==> src/rtl/alu_mul_queue.sv <==
// Bus-slave ALU with queued commands, a WIDTH-cycle shift-add multiplier and a result FIFO.
// Optional macro ALU_MUL_SIGNED_EN turns opcode 0xD into a signed multiply.
module alu_mul_queue #(
    parameter int WIDTH      = 32,
    parameter int INST_DEPTH = 4,
    parameter int RES_DEPTH  = 4
) (
    input  logic             clk,
    input  logic             reset_n,
    input  logic             S_sel,
    input  logic             S_wr,
    input  logic [7:0]       S_addr,
    input  logic [WIDTH-1:0] S_din,
    output logic [WIDTH-1:0] S_dout,
    output logic             m_interrupt
);
    localparam int SHW = $clog2(WIDTH);
    localparam int IPW = $clog2(INST_DEPTH);
    localparam int RPW = $clog2(RES_DEPTH);
    localparam int CW  = SHW + 1;
    localparam int IW  = 2 * WIDTH + 4;

    typedef enum logic [1:0] {IDLE, EXEC, MUL, DONE} state_t;

    logic [WIDTH-1:0]   opa_q, opa_d, opb_q, opb_d;
    logic [3:0]         opc_q, opc_d;
    logic               intr_en_q, intr_en_d;
    logic               ovf_q, ovf_d, udf_q, udf_d, bad_q, bad_d;
    logic               irq_q, irq_d;

    logic [IW-1:0]      inst_mem [INST_DEPTH];
    logic [IPW-1:0]     inst_wp_q, inst_wp_d, inst_rp_q, inst_rp_d;
    logic [IPW:0]       inst_cnt_q, inst_cnt_d;

    logic [2*WIDTH-1:0] res_mem [RES_DEPTH];
    logic [RPW-1:0]     res_wp_q, res_wp_d, res_rp_q, res_rp_d;
    logic [RPW:0]       res_cnt_q, res_cnt_d;

    state_t             state_q, state_d;
    logic [WIDTH-1:0]   wa_q, wa_d, wb_q, wb_d;
    logic [3:0]         wop_q, wop_d;
    logic [2*WIDTH-1:0] prod_q, prod_d;
    logic [CW-1:0]      cnt_q, cnt_d;
`ifdef ALU_MUL_SIGNED_EN
    logic               neg_q, neg_d;
`endif

    logic wr_en, rd_en, clear, wr_push, wr_pop;
    logic inst_full, inst_empty, res_full, res_empty;
    logic ctrl_pop, push_ok, push_ovf, res_push, bus_pop, pop_udf, bad_set;
    logic [2*WIDTH-1:0] alu_res, mul_next, res_val;
    logic               alu_bad;
    logic [WIDTH:0]     mul_sum;
    logic [SHW-1:0]     sh;
    logic [7:0]         status;

    assign wr_en   = S_sel & S_wr;
    assign rd_en   = S_sel & ~S_wr;
    assign clear   = wr_en && (S_addr == 8'h08) && S_din[0];
    assign wr_push = wr_en && (S_addr == 8'h03);
    assign wr_pop  = wr_en && (S_addr == 8'h06);

    assign inst_full  = (inst_cnt_q == (IPW+1)'(INST_DEPTH));
    assign inst_empty = (inst_cnt_q == '0);
    assign res_full   = (res_cnt_q == (RPW+1)'(RES_DEPTH));
    assign res_empty  = (res_cnt_q == '0);

    // A full queue still accepts a push when the controller frees a slot on the same edge.
    assign ctrl_pop = (state_q == IDLE) && !inst_empty && !res_full && !clear;
    assign push_ok  = wr_push && !clear && (!inst_full || ctrl_pop);
    assign push_ovf = wr_push && !clear && inst_full && !ctrl_pop;
    assign res_push = (state_q == DONE) && !clear;
    assign bus_pop  = wr_pop && !clear && !res_empty;
    assign pop_udf  = wr_pop && !clear && res_empty;

`ifdef ALU_MUL_SIGNED_EN
    assign res_val = neg_q ? (~prod_q + 1'b1) : prod_q;
`else
    assign res_val = prod_q;
`endif

    // One shift-add step: conditionally add the multiplicand into the upper half, shift right.
    assign mul_sum  = prod_q[0] ? ({1'b0, prod_q[2*WIDTH-1:WIDTH]} + {1'b0, wa_q})
                                : {1'b0, prod_q[2*WIDTH-1:WIDTH]};
    assign mul_next = {mul_sum, prod_q[WIDTH-1:1]};

    always_comb begin
        alu_res = '0;
        alu_bad = 1'b0;
        sh      = wb_q[SHW-1:0];
        case (wop_q)
            4'h0: alu_res = '0;
            4'h1: alu_res[WIDTH-1:0] = ~wa_q;
            4'h2: alu_res[WIDTH-1:0] = ~wb_q;
            4'h3: alu_res[WIDTH-1:0] = wa_q & wb_q;
            4'h4: alu_res[WIDTH-1:0] = wa_q | wb_q;
            4'h5: alu_res[WIDTH-1:0] = wa_q ^ wb_q;
            4'h6: alu_res[WIDTH-1:0] = ~(wa_q ^ wb_q);
            4'h7: alu_res[WIDTH-1:0] = wa_q << sh;
            4'h8: alu_res[WIDTH-1:0] = wa_q >> sh;
            4'h9: alu_res[WIDTH-1:0] = $unsigned($signed(wa_q) >>> sh);
            4'hA: alu_res[WIDTH:0]   = {1'b0, wa_q} + {1'b0, wb_q};
            4'hB: begin
                alu_res[WIDTH-1:0] = wa_q - wb_q;
                alu_res[WIDTH]     = (wa_q < wb_q);
            end
            default: alu_bad = 1'b1;
        endcase
    end

    always_comb begin
        state_d = state_q;
        wa_d    = wa_q;
        wb_d    = wb_q;
        wop_d   = wop_q;
        prod_d  = prod_q;
        cnt_d   = cnt_q;
        bad_set = 1'b0;
`ifdef ALU_MUL_SIGNED_EN
        neg_d   = neg_q;
`endif
        case (state_q)
            IDLE: begin
                if (ctrl_pop) begin
                    {wa_d, wb_d, wop_d} = inst_mem[inst_rp_q];
                    state_d = EXEC;
                end
            end
            EXEC: begin
`ifdef ALU_MUL_SIGNED_EN
                neg_d = 1'b0;
`endif
                if (wop_q == 4'hC) begin
                    prod_d  = {{WIDTH{1'b0}}, wb_q};
                    cnt_d   = CW'(WIDTH);
                    state_d = MUL;
`ifdef ALU_MUL_SIGNED_EN
                end else if (wop_q == 4'hD) begin
                    // Multiply magnitudes; the sign is applied when the result is stored.
                    wa_d    = wa_q[WIDTH-1] ? (~wa_q + 1'b1) : wa_q;
                    prod_d  = {{WIDTH{1'b0}}, (wb_q[WIDTH-1] ? (~wb_q + 1'b1) : wb_q)};
                    neg_d   = wa_q[WIDTH-1] ^ wb_q[WIDTH-1];
                    cnt_d   = CW'(WIDTH);
                    state_d = MUL;
`endif
                end else begin
                    prod_d  = alu_res;
                    bad_set = alu_bad;
                    state_d = DONE;
                end
            end
            MUL: begin
                prod_d = mul_next;
                cnt_d  = cnt_q - 1'b1;
                if (cnt_q == CW'(1)) state_d = DONE;
            end
            DONE: state_d = IDLE;
            default: state_d = IDLE;
        endcase
        if (clear) state_d = IDLE;
    end

    always_comb begin
        opa_d     = opa_q;
        opb_d     = opb_q;
        opc_d     = opc_q;
        intr_en_d = intr_en_q;
        if (wr_en) begin
            case (S_addr)
                8'h00: opa_d     = S_din;
                8'h01: opb_d     = S_din;
                8'h02: opc_d     = S_din[3:0];
                8'h05: intr_en_d = S_din[0];
                default: ;
            endcase
        end
        ovf_d = clear ? 1'b0 : (ovf_q | push_ovf);
        udf_d = clear ? 1'b0 : (udf_q | pop_udf);
        bad_d = clear ? 1'b0 : (bad_q | bad_set);
        irq_d = intr_en_q & ~res_empty;

        inst_wp_d  = inst_wp_q;
        inst_rp_d  = inst_rp_q;
        inst_cnt_d = inst_cnt_q;
        res_wp_d   = res_wp_q;
        res_rp_d   = res_rp_q;
        res_cnt_d  = res_cnt_q;
        if (clear) begin
            inst_wp_d  = '0;
            inst_rp_d  = '0;
            inst_cnt_d = '0;
            res_wp_d   = '0;
            res_rp_d   = '0;
            res_cnt_d  = '0;
        end else begin
            if (push_ok)  inst_wp_d = inst_wp_q + IPW'(1);
            if (ctrl_pop) inst_rp_d = inst_rp_q + IPW'(1);
            inst_cnt_d = inst_cnt_q + {{IPW{1'b0}}, push_ok} - {{IPW{1'b0}}, ctrl_pop};
            if (res_push) res_wp_d = res_wp_q + RPW'(1);
            if (bus_pop)  res_rp_d = res_rp_q + RPW'(1);
            res_cnt_d = res_cnt_q + {{RPW{1'b0}}, res_push} - {{RPW{1'b0}}, bus_pop};
        end
    end

    always_ff @(posedge clk or negedge reset_n) begin
        if (!reset_n) begin
            opa_q      <= '0;
            opb_q      <= '0;
            opc_q      <= '0;
            intr_en_q  <= 1'b0;
            ovf_q      <= 1'b0;
            udf_q      <= 1'b0;
            bad_q      <= 1'b0;
            irq_q      <= 1'b0;
            inst_wp_q  <= '0;
            inst_rp_q  <= '0;
            inst_cnt_q <= '0;
            res_wp_q   <= '0;
            res_rp_q   <= '0;
            res_cnt_q  <= '0;
            state_q    <= IDLE;
            wa_q       <= '0;
            wb_q       <= '0;
            wop_q      <= '0;
            prod_q     <= '0;
            cnt_q      <= '0;
`ifdef ALU_MUL_SIGNED_EN
            neg_q      <= 1'b0;
`endif
        end else begin
            opa_q      <= opa_d;
            opb_q      <= opb_d;
            opc_q      <= opc_d;
            intr_en_q  <= intr_en_d;
            ovf_q      <= ovf_d;
            udf_q      <= udf_d;
            bad_q      <= bad_d;
            irq_q      <= irq_d;
            inst_wp_q  <= inst_wp_d;
            inst_rp_q  <= inst_rp_d;
            inst_cnt_q <= inst_cnt_d;
            res_wp_q   <= res_wp_d;
            res_rp_q   <= res_rp_d;
            res_cnt_q  <= res_cnt_d;
            state_q    <= state_d;
            wa_q       <= wa_d;
            wb_q       <= wb_d;
            wop_q      <= wop_d;
            prod_q     <= prod_d;
            cnt_q      <= cnt_d;
`ifdef ALU_MUL_SIGNED_EN
            neg_q      <= neg_d;
`endif
        end
    end

    // FIFO storage carries no reset; occupancy is tracked by the pointers and counts.
    always_ff @(posedge clk) begin
        if (push_ok)  inst_mem[inst_wp_q] <= {opa_q, opb_q, opc_q};
        if (res_push) res_mem[res_wp_q]   <= res_val;
    end

    assign status = {bad_q, udf_q, ovf_q, res_empty, res_full, inst_empty, inst_full,
                     (state_q != IDLE)};

    always_comb begin
        S_dout = '0;
        if (rd_en) begin
            case (S_addr)
                8'h00: S_dout = opa_q;
                8'h01: S_dout = opb_q;
                8'h02: S_dout = WIDTH'(opc_q);
                8'h04: S_dout = WIDTH'(status);
                8'h05: S_dout = WIDTH'(intr_en_q);
                8'h06: S_dout = res_empty ? '0 : res_mem[res_rp_q][WIDTH-1:0];
                8'h07: S_dout = res_empty ? '0 : res_mem[res_rp_q][2*WIDTH-1:WIDTH];
                default: S_dout = '0;
            endcase
        end
    end

    assign m_interrupt = irq_q;
endmodule
==> config.mk <==
export PLATFORM = sky130hd
export DESIGN_NAME = alu_mul_queue
export DESIGN_NICKNAME = d
export VERILOG_FILES = /design/src/rtl/alu_mul_queue.sv
export SDC_FILE = /design/constraint.sdc
export NUM_CORES = 1
export LEC_CHECK = 0
export CAP_MARGIN = 40
export CORE_MARGIN = 4
export CORE_UTILIZATION = 40
export DETAILED_ROUTE_END_ITERATION = 10
export GPL_TIMING_DRIVEN = 1
export PLACE_DENSITY = 0.55
export SETUP_SLACK_MARGIN = 0.4
export SLEW_MARGIN = 25
export SYNTH_ARGS = -nofsm -noshare
export SYNTH_HDL_FRONTEND = slang
export SYNTH_SLANG_ARGS = --single-unit
export TNS_END_PERCENT = 20
==> constraint.sdc <==
create_clock -name clk -period 3.92 [get_ports clk]
set_input_delay 0.784 -clock clk [delete_from_list [all_inputs] [get_ports clk]]
set_output_delay 0.784 -clock clk [all_outputs]
set_load 0.05 [all_outputs]
==> results.ini <==
[logic_synthesis]
syn-mean-instance-area_um2=11.9
synth_seq_cells=755
edff_count_synth=528
seq_area_frac_synth_pct=52.9
synth_nets=3640
async_flop_share_pct=30.1
synth_cell_types=96
netlist_instances=3432
synth_top_area_share_pct=38.9
synth_area_mm2=0.0407
synth-main-ff-cell=edfxtp_1
synth.area.top_cells=edfxtp_1 (39%), dfrtp_1 (14%), mux4_2 (8.5%)
synth-warning-count=0
post-synth-top-area-cell=edfxtp_1

[global_route]
vias_in_the_first_global_route=30347
grt_pass1_wl_um=213000
antenna_found_initial=3
grt_max_degree=137
track_usage_pct=27.0
grt.overflow.total=0

[timing]
worst_clock_skew_ps=30.4
layout_min_cycle_time_ps=3870
min_period_over_period_pct=98.8
holdWs_ps=111
report.final.hold_viol_count=0
number_of_max_slew_violations_in_the_final_report=0
fmax_ghz=0.258
transition_time_at_the_pin_with_the_least_slew_margin_ps=969
relSlewSlack_pct=34.9
unrepaired_setup_endpoints_after_global_routing=yes
finalSetupViolations=0

[die]
num_rows=116
die_height_um=327
top_level_ports=77
fp.dieArea_mm2=0.107
initial_core_util_pct=40.5
die_width_um=327
placeableCoreArea_mm2=0.101

[worst_setup_path]
critical_path_cell_with_the_highest_stage_delay=or4_4
cp_required_ps=3140
path_buf_inv=7
cp_data_arrival_time_ps=3090
critical_path_launch_point_type=input pin
r2r-start=wa_q[0]$_DFFE_PN0P_
worst-path-max-fanout=7
reg2reg_setup_slack_ps=280
path_delay_family=simple AND/OR/NAND/NOR gates
crit_type=in2out
r2r.worst_path.cells=16
most_frequent_cell_on_the_critical_path=buf_6
crit_chain=buf_6, or4_4, buf_6, nor2_4, nand2_2, nor3b_4, buf_4, buf_6, buf_16, buf_12, a22o_1, a222oi_1, nor2_1, clkbuf_16
timing.critical_path.slowest_cell_delay_ps=530
reg2reg_to=prod_q[30]$_DFFE_PN0P_
timing.critical_path.to_type=primary output

[clocking]
root_buffer=clkbuf_16
cts-buffers-inserted=82
worstSkewPairLatency_ps=660
clk_pin_slew_ps=60
clockBufferDepth=3
clock_tree.htree_level_count=3
cts-hold-fix-buffers=0
clock-sinks=755
tritoncts=built

[routing]
detailroute.wirelength.met3_um=12000
num_vias=31514
first_iter_violations=4044
drc=0
firstDrtPassIters=9
drt-met1-wl_um=62600
top_layer=met5
routed_via_density=6.15
drt-total-wl_um=147000
post_drt_wl_per_cell_um=28.7
met2WireLength_um=65800
final_antenna_net_count=0

[pwr]
cellLeakagePower_nw=18.5
power_density_over_the_cells_mw_per_mm2=876
worst_ir_drop_vdd_mv=0.643

[finish]
multiInputGateArea_mm2=0.0178
nNetsFinal=3903
layout-area-overhead-vs-synth_pct=19.8
final_layout_size_suffix_gt1_share_pct=21.5
layout.area.seq_mm2=0.0216
number_of_inserted_filler_cells_in_the_final_layout=8967
post_layout_nonfiller_instances=5122

[placement]
placement.io_buffers=76
detailed_place_hpwl_um=107000
cells_after_dpl=4933
routabilityCongestion=0.997

[flow_run]
cap_violations=0

[worst_hold_path]
min-delay-path-class=in2async

[outcome]
run_status=finished, final reports clean

-- cells in the final DEF, fill, tap and decap left out, drive strengths merged, types with 20 or more instances in the layout --
cell type      netlist  final
clkinv               3     24
nand2              268    268
a222oi              29     29
mux4               154    154
mux2                83     83
mux2i               73     73
nand3               41     41
inv                165    170
clkdlybuf4s50        0     39
nor2b               26     26
xnor2               36     36
o21ai              257    257
nor3                64     64
a211oi              46     46
dfrtp              227    227
a21oi              243    243
o22ai               62     62
a22o                34     34
buf                 77    366
a21o                33     33
clkbuf             156    118
edfxtp             528    528
a31oi               25     25
nand2b              29     29
o221ai              25     25
a221oi              20     20
ha                 159    159
nor2               263    263
o311ai              23     23
o211ai              20     20
-- kinds of logic after synthesis --
kind of cell	count (synthesis)	share of synthesized area, %
AOI/OAI and AO/OA	973	15.8
and+or+nand+nor	782	8.65
DFF	755	52.9
buffers and inverters	401	3.95
muxes	310	12.6
adders and majority gates	164	5.13
xor gates and xnor gates	47	1.01
-- power breakdown --
group	switching, mW	internal [mW]	total [mW]	leakage, nW
combinational	14.5	8.50	23.0	9.18
sequential	1.54	10.3	11.8	8.01
clock	3.24	4.72	7.96	1.35
total	19.2	23.5	42.7	18.5
-- metal layers --
layer  vias to the layer above  track usage (%)
met4                         2             10.8
met2                      1647             41.7
li1                      13661                -
met5                         -                0
met1                     15896             38.2
met3                       308             4.45
-- registers in the layout (all words and copies together), names as in the netlist, 4 cells and up --
register / cells
inst_mem: 272
res_mem: 256
prod_q: 64
opa_q: 32
opb_q: 32
wa_q: 32
wb_q: 32
cnt_q: 6
opc_q: 4
wop_q: 4
-- repair_timing --
action / CTS / global route
pin swaps: 24 / 26
gates cloned: 7 / 1
endpoints found under the setup margin: 40 / 62
gates resized for setup: 39 / 15
setup buffers: 18 / 9
-- per-stage QoR --
step / utilization, % / total power [mW] / TNS, ps / setup slack (ps) / instance area [um^2]
6_report: 48.5 / 42.7 / 0 / 45.9 / 48800
5_1_grt: 48.5 / 44.8 / -17.0 / -17.0 / 48800
4_1_cts: 48.3 / 42.3 / 0 / 103 / 48600
3_5_place_dp: 45.1 / 34.2 / -1270 / -116 / 45300
3_3_place_gp: 45.1 / 34.2 / -740 / -115 / 45300
2_1_floorplan: - / 25.1 / -140790 / -541 / 40700
-- Yosys cell counts (10+ instances only) --
master and count:
nand4_1 19, buf_4 11, o22ai_1 62, a222oi_1 29, xor2_1 11, a221o_1 10
dfrtp_1 227, nand2_1 268, mux2_2 83, o211ai_1 20, o21bai_1 18, a21o_1 33
or3_1 10, clkbuf_1 155, o21a_1 12, o31ai_1 15, o311ai_0 21, xnor2_1 36
a22oi_1 14, ha_1 159, mux4_2 154, a211oi_1 44, inv_1 162, a21oi_1 242
buf_2 36, nor3_1 63, nand3_1 41, nand2b_1 29, nor2b_1 24, mux2i_1 73
buf_1 28, and2_1 12, a22o_1 34, nor2_1 262, a221oi_1 20, o21ai_0 246
and3_1 11, a31oi_1 25, o221ai_1 25, edfxtp_1 528
-- layout make-up --
cell class	count	share of cell area, %
Clock inverter	39	0.990
Multi-Input combinational cell	2276	36.4
Tap cell	1357	3.48
Antenna cell	2	0.0103
Timing Repair Buffer	412	8.90
Inverter	168	1.29
Sequential cell	755	44.2
Clock buffer	113	4.70
-- how the worst max path moves through the flow --
stage	from	to	slack, ps	depth (start not counted)
finish	S_addr[6]	S_dout[14]	50	14
global route	S_addr[6]	S_dout[14]	-20	14
CTS	S_addr[6]	S_dout[9]	100	13
detailed placement	S_addr[5]	S_dout[0]	-120	11
global placement	S_addr[5]	S_dout[0]	-110	10
floorplan	S_sel	res_mem[0][0]$_DFFE_PP_	-540	5
Power figures use the tool's default switching activity.
